[src/rtl/width_combine_if.sv]
// Valid/ready bundle for the narrow-to-wide packer.
// Write side: wr_data/wr_vld/wr_last in, wr_ready back.
// Read side:  rd_data/rd_vld/rd_last/rd_cnt out, rd_ready back.
// slave  : the packer's view (consumes elements, produces words).
// master : the surrounding logic's view (produces elements, consumes words).
interface width_combine_if #(
    parameter int DSIZE = 1,
    parameter int NSIZE = 8
);
    localparam int CW = $clog2(NSIZE + 1);

    logic [DSIZE-1:0]       wr_data;
    logic                   wr_vld;
    logic                   wr_ready;
    logic                   wr_last;
    logic [DSIZE*NSIZE-1:0] rd_data;
    logic                   rd_vld;
    logic                   rd_last;
    logic [CW-1:0]          rd_cnt;
    logic                   rd_ready;

    modport master (
        output wr_data, wr_vld, wr_last, rd_ready,
        input  wr_ready, rd_data, rd_vld, rd_last, rd_cnt
    );

    modport slave (
        input  wr_data, wr_vld, wr_last, rd_ready,
        output wr_ready, rd_data, rd_vld, rd_last, rd_cnt
    );
endinterface

[src/rtl/width_combine.sv]
// Narrow-to-wide packer: gathers NSIZE DSIZE-bit elements (MSB lane first)
// into one DSIZE*NSIZE-bit word. wr_last flushes a partial word early; the
// word carries its element count and a packet-end flag.
// Ports:
//   clock : rising-edge clock
//   rst_n : asynchronous active-low reset
//   bus   : width_combine_if slave (wr_* element stream in, rd_* word out)
module width_combine #(
    parameter int DSIZE = 1,
    parameter int NSIZE = 8
) (
    input  logic           clock,
    input  logic           rst_n,
    width_combine_if.slave bus
);
    localparam int PW = $clog2(NSIZE);
    localparam int CW = $clog2(NSIZE + 1);
    localparam int WW = DSIZE * NSIZE;

    logic [WW-1:0] acc;
    logic [PW-1:0] point;
    logic [31:0]   pt;
    logic [WW-1:0] merged;

    logic [WW-1:0] rd_data_q;
    logic [CW-1:0] rd_cnt_q;
    logic          rd_vld_q;
    logic          rd_last_q;

    logic at_end;
    logic ends_word;
    logic wr_ready;
    logic accept;
    logic complete;

    assign at_end    = (point == PW'(NSIZE - 1));
    assign ends_word = at_end || bus.wr_last;
    // Only the element that finishes a word can be held off, and only while
    // the output register still holds an undrained word.
    assign wr_ready  = !(ends_word && rd_vld_q && !bus.rd_ready);
    assign accept    = bus.wr_vld && wr_ready;
    assign complete  = accept && ends_word;

    assign pt = 32'(point);

    // Accumulator with the incoming element placed at lane 'point'; lanes
    // after it are zero so a flushed partial word has clean low lanes.
    always_comb begin
        merged = '0;
        for (int unsigned i = 0; i < NSIZE; i++) begin
            if (i < pt) begin
                merged[WW-1-DSIZE*i -: DSIZE] = acc[WW-1-DSIZE*i -: DSIZE];
            end else if (i == pt) begin
                merged[WW-1-DSIZE*i -: DSIZE] = bus.wr_data;
            end
        end
    end

    always_ff @(posedge clock or negedge rst_n) begin
        if (!rst_n) begin
            acc       <= '0;
            point     <= '0;
            rd_data_q <= '0;
            rd_cnt_q  <= '0;
            rd_vld_q  <= 1'b0;
            rd_last_q <= 1'b0;
        end else begin
            if (complete) begin
                acc   <= '0;
                point <= '0;
            end else if (accept) begin
                acc   <= merged;
                point <= point + PW'(1);
            end

            // A new word loading in the same cycle as a drain keeps rd_vld
            // high, so back-to-back words leave no bubble.
            if (complete) begin
                rd_data_q <= merged;
                rd_cnt_q  <= CW'(point) + CW'(1);
                rd_last_q <= bus.wr_last;
                rd_vld_q  <= 1'b1;
            end else if (rd_vld_q && bus.rd_ready) begin
                rd_vld_q  <= 1'b0;
                rd_last_q <= 1'b0;
            end
        end
    end

    assign bus.wr_ready = wr_ready;
    assign bus.rd_data  = rd_data_q;
    assign bus.rd_cnt   = rd_cnt_q;
    assign bus.rd_vld   = rd_vld_q;
    assign bus.rd_last  = rd_last_q;
endmodule

[src/flat_wrapper.sv]
// flat-port wrapper written by rule: the top's interface ports become plain ports
module width_combine_flat 
#(
    parameter int DSIZE = 1,
    parameter int NSIZE = 8
)
  (clock, rst_n, bus_wr_data, bus_wr_vld, bus_wr_last, bus_rd_ready, bus_wr_ready, bus_rd_data, bus_rd_vld, bus_rd_last, bus_rd_cnt);
  width_combine_if #(.DSIZE(DSIZE), .NSIZE(NSIZE)) bus_i ();
  input  logic clock;
  input  logic rst_n;
  input wire logic [$bits(bus_i.wr_data)-1:0] bus_wr_data;
  input wire logic [$bits(bus_i.wr_vld)-1:0] bus_wr_vld;
  input wire logic [$bits(bus_i.wr_last)-1:0] bus_wr_last;
  input wire logic [$bits(bus_i.rd_ready)-1:0] bus_rd_ready;
  output wire logic [$bits(bus_i.wr_ready)-1:0] bus_wr_ready;
  output wire logic [$bits(bus_i.rd_data)-1:0] bus_rd_data;
  output wire logic [$bits(bus_i.rd_vld)-1:0] bus_rd_vld;
  output wire logic [$bits(bus_i.rd_last)-1:0] bus_rd_last;
  output wire logic [$bits(bus_i.rd_cnt)-1:0] bus_rd_cnt;
  assign bus_i.wr_data = bus_wr_data;
  assign bus_i.wr_vld = bus_wr_vld;
  assign bus_i.wr_last = bus_wr_last;
  assign bus_i.rd_ready = bus_rd_ready;
  assign bus_wr_ready = bus_i.wr_ready;
  assign bus_rd_data = bus_i.rd_data;
  assign bus_rd_vld = bus_i.rd_vld;
  assign bus_rd_last = bus_i.rd_last;
  assign bus_rd_cnt = bus_i.rd_cnt;
  width_combine #(.DSIZE(DSIZE), .NSIZE(NSIZE)) u_core (.clock(clock), .rst_n(rst_n), .bus(bus_i));
endmodule
[config.mk]
export PLATFORM = sky130hd
export DESIGN_NAME = width_combine_flat
export DESIGN_NICKNAME = d
export VERILOG_FILES = /design/src/rtl/width_combine_if.sv /design/src/rtl/width_combine.sv /design/src/flat_wrapper.sv
export SDC_FILE = /design/constraint.sdc
export NUM_CORES = 1
export LEC_CHECK = 0
export CORE_MARGIN = 1.5
export CORE_UTILIZATION = 44
export CTS_CLUSTER_SIZE = 24
export DETAILED_ROUTE_END_ITERATION = 10
export PLACE_DENSITY_LB_ADDON = 0.15
export SYNTH_ARGS = -nofsm -noshare
export SYNTH_HDL_FRONTEND = slang
export SYNTH_SLANG_ARGS = --single-unit
[constraint.sdc]
create_clock -name clock -period 2.6 [get_ports clock]
set_clock_uncertainty 0.1 [all_clocks]
set_input_delay 0.52 -clock clock [delete_from_list [all_inputs] [get_ports clock]]
set_output_delay 0.52 -clock clock [all_outputs]
set_load 0.01 [all_outputs]
* Word-level counts from Yosys, hierarchy flattened
Index checks and enable logic that the tools add are counted. Widths: inputs -> output; s select.
Storage, ports and cells: input bits 6, memories 0, memory bits (read-only) 0, register bits 25, bits in writable memories 0, latch bits 0
Operators by class: magnitude comparators 8, reductions and logical operators 11, add/sub/neg operators 2, $mul 0, equality and inequality tests 8, muxes and demuxes 23, divide/modulo/power cells 0, bitwise gates (word level) 0, shift operators 0
Operators with widths (number):
- $logic_not 32->1 | 1
- $mux 1 | 19
- $mux 8 | 2
- $eq 3x3->1 const A | 4
- $lt 3x3->1 const A | 4
- $eq 2x3->1 const A | 2
- $lt 1x3->1 const A | 2
- $lt 2x3->1 const A | 2
- $mux 3 | 2
- $logic_and 1x1->1 | 5
- $add 3x1->4 const B | 1
- $reduce_bool 2->1 | 2
- $add 3x1->3 const B | 1
- $eq 1x3->1 const A | 1
- $eq 3x3->1 const B | 1
- $logic_not 1->1 | 2
- $logic_or 1x1->1 | 1

* Logic depth before layout (Yosys ltp)
Gate-level depths: netlist (run 1).
word-level depth 8, gate-level depth with buffers 7, mapped depth without buffers 5

* Worst setup path before layout (run 1)
Ideal clock, no wire load.
path type register -> register, from reg u_core.point[1], to reg u_core.rd_cnt_q[1] (netlist: u_core.bus.rd_cnt[1]), clock period less this slack 1973 ps, data required time 2375 ps, cell stages (with the launch flop) 8, path slack 627 ps, path buffers 2, library setup time 125 ps, arrival time 1748 ps, cells stage by stage dfrtp_1 -> ha_1 -> ha_1 -> nor2_2 -> or3_1 -> buf_2 -> buf_6 -> mux2_4
Between the ends: word-level cells in the longest chain between the ends 7
Ends and longest elaborated chain:
- start, declared | line width_combine.sv:21 | logic [PW-1:0] point;
- start signal, assigned | line width_combine.sv:73 | point <= point + PW'(1);
- $eq 3x3->1 | line width_combine.sv:36 | assign at_end = (point == PW'(NSIZE - 1));
- $logic_or 1x1->1 | line width_combine.sv:37 | assign ends_word = at_end || bus.wr_last;
- $logic_and 1x1->1 (2 in a row) | line width_combine.sv:40 | assign wr_ready = !(ends_word && rd_vld_q && !bus.rd_ready);
- $logic_not 1->1 | line width_combine.sv:40
- $logic_and 1x1->1 | line width_combine.sv:41 | assign accept = bus.wr_vld && wr_ready;
- $logic_and 1x1->1 | line width_combine.sv:42 | assign complete = accept && ends_word;
- end signal, assigned | line width_combine.sv:80 | rd_cnt_q <= CW'(point) + CW'(1);
- end, declared | line width_combine.sv:26 | logic [CW-1:0] rd_cnt_q;
Parallel ways exist; a longest one is shown, timed or not. A chain may end at the register's enable or synchronous reset.

* Worst setup path in the final report (run 1)
from in bus_rd_ready, to out bus_wr_ready
Between the ends: word-level cells in the longest chain between the ends 3
Ends and longest elaborated chain:
- start, declared | line flat_wrapper.sv:14 | input wire logic [$bits(bus_i.rd_ready)-1:0] bus_rd_ready;
- $logic_not 1->1 | line width_combine.sv:40
- $logic_and 1x1->1 | line width_combine.sv:40
- $logic_not 1->1 | line width_combine.sv:40
- end, declared | line flat_wrapper.sv:15 | output wire logic [$bits(bus_i.wr_ready)-1:0] bus_wr_ready;
No other way between the ends.

==> run metrics, run 1 <==
Starting Density 0.469; final core utilization 0.592; top cells by count, synth 24 x dfrtp_1, 9 x nand2_1, 7 x o31ai_1; vias 881; Clock Power Share 0.222; Critical Path Start Type input pin; # H-tree levels 1; Crit. End Element primary output; DRT Wirelength 2390 µm; R2R depth 5; Final Wtd Congestion 0.766; share of cells above drive strength 1 0.160; per-cell routed wire length 15.4 µm; Rel. slew slack 0.722; Post-Syn Nets 110; Synth Area in XOR/XNOR 0; Net count, final 136; Max Transition Viols Final 0; Die X 54.6 µm; Rows 18; Max Cap Viol 0; largest cells by area after synthesis dfrtp_1 51%, mux2_4 6.4%, o31ai_1 4.5%; drt first pass iters 4; hold path depth 1; # DRC 0; post-route ant nets 0; number of global-route vias before repair 828; antenna violations before repair 0; Lkg Pwr 0.686 nW; post-CTS setup buffer count 0; Seq/Total Area, Yosys 0.512; Synth Area in Simple Gates 0.0971; Pint 642 µW; Global Route Usage Sum 0.190; Final Hold Viols 0; Worst-Margin Slew 0.411 ns; P per Cell Area 606 nW/µm²; DR iter-0 viols 20; switching share of power 0.284; first-pass GRT wire length 3960 µm; crit-path max FO 6; CP Data Required Time 1.98 ns; PortBufs 20; Synth Area in Adders 0.0427; total CTS buffers 3; I/O Pins 21; sw power 254 µW; largest net degree at the start of global routing 25; count leader, synth dfrtp_1; FF+latch count, synth 24; clk buf depth 2; post-synthesis compound-gate area fraction 0.184; Tmin final 2.17 ns; gr ovfl total 0; Post-synth EDFFs 0; Netlist cell types 32; clk root buf clkbuf_4; CTS tree yes; final HPWL from detailed placement 1630 µm; leading area contributor after synthesis dfrtp_1; combinational fraction of design power 0.281; Gate Count Post-Synth 100; Peak Freq 461 MHz; largest family of logic cells by synthesized area compound AO/OA/AOI/OAI gates; vias per cell 5.68; ys flop type dfrtp_1; Post-Syn Area 1170 µm²; sequential share of power 0.496; multiplexer share of the synthesized area 0.118; core footprint 2500 µm²; status completed; Setup TNS 0 ns; DIE HEIGHT 54.6 µm; Clock Latency Late Sink 0.32 ns; Synth async-reset ratio 1.00; Mapped Avg Cell Area 11.7 µm²; P&R area growth vs syn 26.1%; full die area 2980 µm²; Peak VDD IR 0.524 mV; fin crit share 0.835; WS Path Type in2out; YS warnings 0; Post-CTS Hold Buffers 0; Synth top area share 0.512; RSZ-0062 raised after global routing false; Hold Path Class reg2reg; WP data arrival 1.55 ns; Diodes inserted 0; clock sink count 24; Worst-path clk slew 0.12 ns; final setup fails 0
placed cells by master (no fill, tap or decap), drive strengths merged, types with 5 or more instances in the layout:
cell type / count
a22o: 6
inv: 5
clkdlybuf4s50: 19
buf: 7
o31ai: 7
dfrtp: 24
mux2: 8
o21ai: 6
nand2: 9
registers in the layout, summed over array words and instances (netlist names):
register and count:
u_core.bus.rd_data 8, u_core.acc 7, u_core.bus.rd_cnt 4, u_core.point 3
u_core.bus.rd_last 1, u_core.bus.rd_vld 1
power by group through the flow:
stage               Sequential, mW  Clock, mW  Combinational (mW)
CTS                          0.446      0.208               0.254
floorplan                    0.463          0               0.124
detailed placement           0.453          0               0.252
global route                 0.452      0.222               0.277
finish                       0.445      0.199               0.252
global placement             0.450          0               0.251
repair_timing:
action | in CTS | in global routing
endpoints found under the hold margin | 0 | 0
endpoints found under the setup margin | 0 | 1
gates resized for setup | 0 | 1
path summary, 6_finish.rpt:
check	start	endpoint	slack, ns
max reg2reg	u_core.point[2]	u_core.bus.rd_cnt[2]	0.49
max in group asynchronous	rst_n	u_core.bus.rd_data[7]	1.71
min reg2reg	u_core.bus.rd_data[0]	u_core.bus.rd_data[0]	0.41
min	u_core.bus.rd_data[0]	u_core.bus.rd_data[0]	0.41
min in group asynchronous	rst_n	u_core.bus.rd_last	0.44
max	bus_rd_ready	bus_wr_ready	0.43
metal layers:
| layer | global-route usage | routed length (µm) | vias up |
|---|---|---|---|
| met5 | 0 | 0 | - |
| met4 | 0.0458 | 15 | 0 |
| met3 | 0.0492 | 114 | 2 |
| met2 | 0.300 | 1180 | 22 |
| met1 | 0.260 | 1070 | 439 |
| li1 | - | - | 418 |
worst max-delay path: stages:
cell and delay (ns):
clkdlybuf4s50_1 0.41, nor2b_1 0.30, o21ai_0 0.13, dlymetal6s2s_1 0.19
kinds of logic (layout without fill, tap and decap cells):
| group | after synthesis | count (layout) |
|---|---|---|
| AO/OA/AOI/OAI | 30 | 30 |
| adder cells (fa/ha/maj) | 4 | 4 |
| buffers and inverters | 11 | 36 |
| flip-flops | 24 | 24 |
| multiplexers | 11 | 11 |
| AND/OR/NAND/NOR | 20 | 20 |
final cells by class:
class	count	area, µm²
timing repair buffer	27	268
tap	30	37.5
sequential	24	601
fill	210	1020
clock buffer	4	36.3
multi-input combinational	65	518
inverter	5	18.8
stage by stage:
| stage | instances | setup WS (ns) | power (mW) | instance area (µm²) | hold WS, ns |
|---|---|---|---|---|---|
| 3_5_place_dp | 151 | 0.112 | 0.705 | 1440 | 0.373 |
| 5_1_grt | 155 | 0.312 | 0.951 | 1480 | 0.431 |
| 2_1_floorplan | 100 | 0.627 | 0.586 | 1170 | 0.124 |
| 6_report | 155 | 0.430 | 0.897 | 1480 | 0.413 |
| 3_3_place_gp | 151 | 0.146 | 0.702 | 1440 | 0.372 |
| 4_1_cts | 155 | 0.0219 | 0.908 | 1480 | 0.410 |
No activity file was read; power rests on OpenSTA's default activity.
==> run 2, diff against run 1 <==
- clock period: 2.6 -> 2.2 ns (I/O delays scaled with it)
==> run 2 against run 1 <==
Count of clock-buffer cells in the layout decreased by 1. Critical endpoint unchanged. Register-to-register slack got worse by 0.31 ns. Clock power increased by 59%. Critical path depth unchanged.
==> run metrics, run 2 (synthesis results as in run 1) <==
post-route ant nets 0; I/O Pins 21; largest net degree at the start of global routing 25; Max Transition Viols Final 0; RR Endpoint u_core.bus.rd_data[4]; Lkg Pwr 0.716 nW; clk root buf clkbuf_4; number of global-route vias before repair 945; crit-path cells ha_1 > ha_1 > o21ai_1 > clkdlybuf4s15_1; Global Route Usage Sum 0.212; Area after DPL 1470 µm²; Crit. End Element primary output; Worst-Margin Slew 0.429 ns; total CTS buffers 3; Diodes inserted 0; full die area 2980 µm²; DIE HEIGHT 54.6 µm; share of cells above drive strength 1 0.198; DRT Wirelength 2580 µm; Rel. slew slack 0.710; Crit path largest cell delay 0.40 ns; commonest non-fill, non-tap cells in the layout 24 x dfrtp_1, 19 x clkdlybuf4s50_1, 13 x buf_4, 9 x nand2_1, 7 x o31ai_1; R2R Setup Slk 0.18 ns; Hold Path Class in2async; Top cell by count, worst path ha_1; Tmin final 2.08 ns; Layout Cells excl Fill 161; dpl cells 157; DR iter-0 viols 8; Die X 54.6 µm; Final Hold Viols 0; WS Path Type reg2out; final setup fails 0; Starting Density 0.469; Net count, final 142; Critical Path Start Type flop; CP Data Required Time 1.66 ns; vias 910; drt first pass iters 4; slowest cell on the critical path dfrtp_1; # DRC 0; PortBufs 20; max FFs per register 8; clock sink count 24; Rows 18; antenna violations before repair 0; crit-path max FO 2; critical register-to-register path startpoint u_core.point[0]; commonest non-fill, non-tap cell in the layout dfrtp_1; CTS tree yes; Setup TNS 0 ns; per-cell routed wire length 16.0 µm; # H-tree levels 1; first-pass GRT wire length 4400 µm; gr ovfl total 0; Peak VDD IR 0.500 mV; Worst-path clk slew 0.14 ns; P&R area growth vs syn 30.1%; final instance area 1530 µm²; R2R depth 7; Worst setup startpoint u_core.point[0]; Final Wtd Congestion 0.801; RSZ-0062 raised after global routing false; core footprint 2500 µm²; Clock Latency Late Sink 0.31 ns; fin crit share 0.944; Peak Freq 482 MHz; status completed; final HPWL from detailed placement 1780 µm; vias per cell 5.65; clk buf depth 2; Pwr Total 1.15 mW; P per Cell Area 756 nW/µm²; Max Cap Viol 0; WP data arrival 1.54 ns
[run 2: cell types whose count changed in the layout (fill, tap and decap cells not counted)]
cell	before	now
buf_4	6	13
buf_12	1	0
bufinv_16	0	1
clkbuf_8	1	0
clkdlybuf4s15_1	0	1
dlymetal6s2s_1	1	0
o21ai_0	5	4
o21ai_1	1	2
[run 2: layout make-up]
type	count	area [µm²]
clock inverters	1	30.0
flip-flops and latches	24	601
multi-input cells	65	518
inverters	5	18.8
clock buffers	3	22.5
repair buffers	33	298
well taps	30	37.5
fillers	224	975
[run 2: power breakdown]
group / switching [mW] / total [mW] / internal (mW) / leakage [nW]
sequential: 0.0287 / 0.521 / 0.493 / 0.321
combinational: 0.144 / 0.315 / 0.171 / 0.368
clock: 0.133 / 0.317 / 0.184 / 0.0279
[run 2: what timing repair did]
action                                  4_1_cts  5_1_grt
hold buffers                                  0        0
hold endpoints to repair                      0        0
endpoints found under the setup margin        1        1
gates resized for setup                       1        2
buffers inserted                              0        0
[run 2: worst max-delay path, delay by kind of cell (launching register included)]
| family | cells | cell delay (ns) |
|---|---|---|
| flip-flops | 1 | 0.40 |
| adder cells (fa/ha/maj) | 2 | 0.42 |
| buffers and inverters | 1 | 0.25 |
| AO/OA/AOI/OAI | 1 | 0.16 |
[run 2: how the worst max path moves through the flow]
stage	depth (start not counted)	to
after global placement	4	bus_wr_ready
final	4	bus_wr_ready
after floorplan	7	u_core.bus.rd_cnt[1]
after detailed placement	3	bus_wr_ready
after global routing	4	bus_wr_ready
after CTS	4	bus_wr_ready
[run 2: metrics by stage]
step | utilization | hold WS (ns) | setup slack (ns)
6_report | 0.610 | 0.375 | 0.124
5_1_grt | 0.610 | 0.391 | 0.0320
4_1_cts | 0.610 | 0.374 | 0.0364
3_5_place_dp | 0.589 | 0.379 | 0.00525
3_3_place_gp | 0.589 | 0.372 | 0.0607
2_1_floorplan | - | 0.0444 | 0.227
[run 2: layer usage]
layer / global-route usage / vias up / wire length, µm
li1: - / 430 / -
met5: 0 / - / 0
met3: 0.0328 / 4 / 72
met1: 0.277 / 458 / 1210
met2: 0.347 / 18 / 1260
met4: 0.0917 / 0 / 36
==> run 3, diff against run 2 <==
- CTS_CLUSTER_SIZE: 24 -> default
==> results of run 3 <==
Final layout, timing and power as in run 2 (identical DEF).
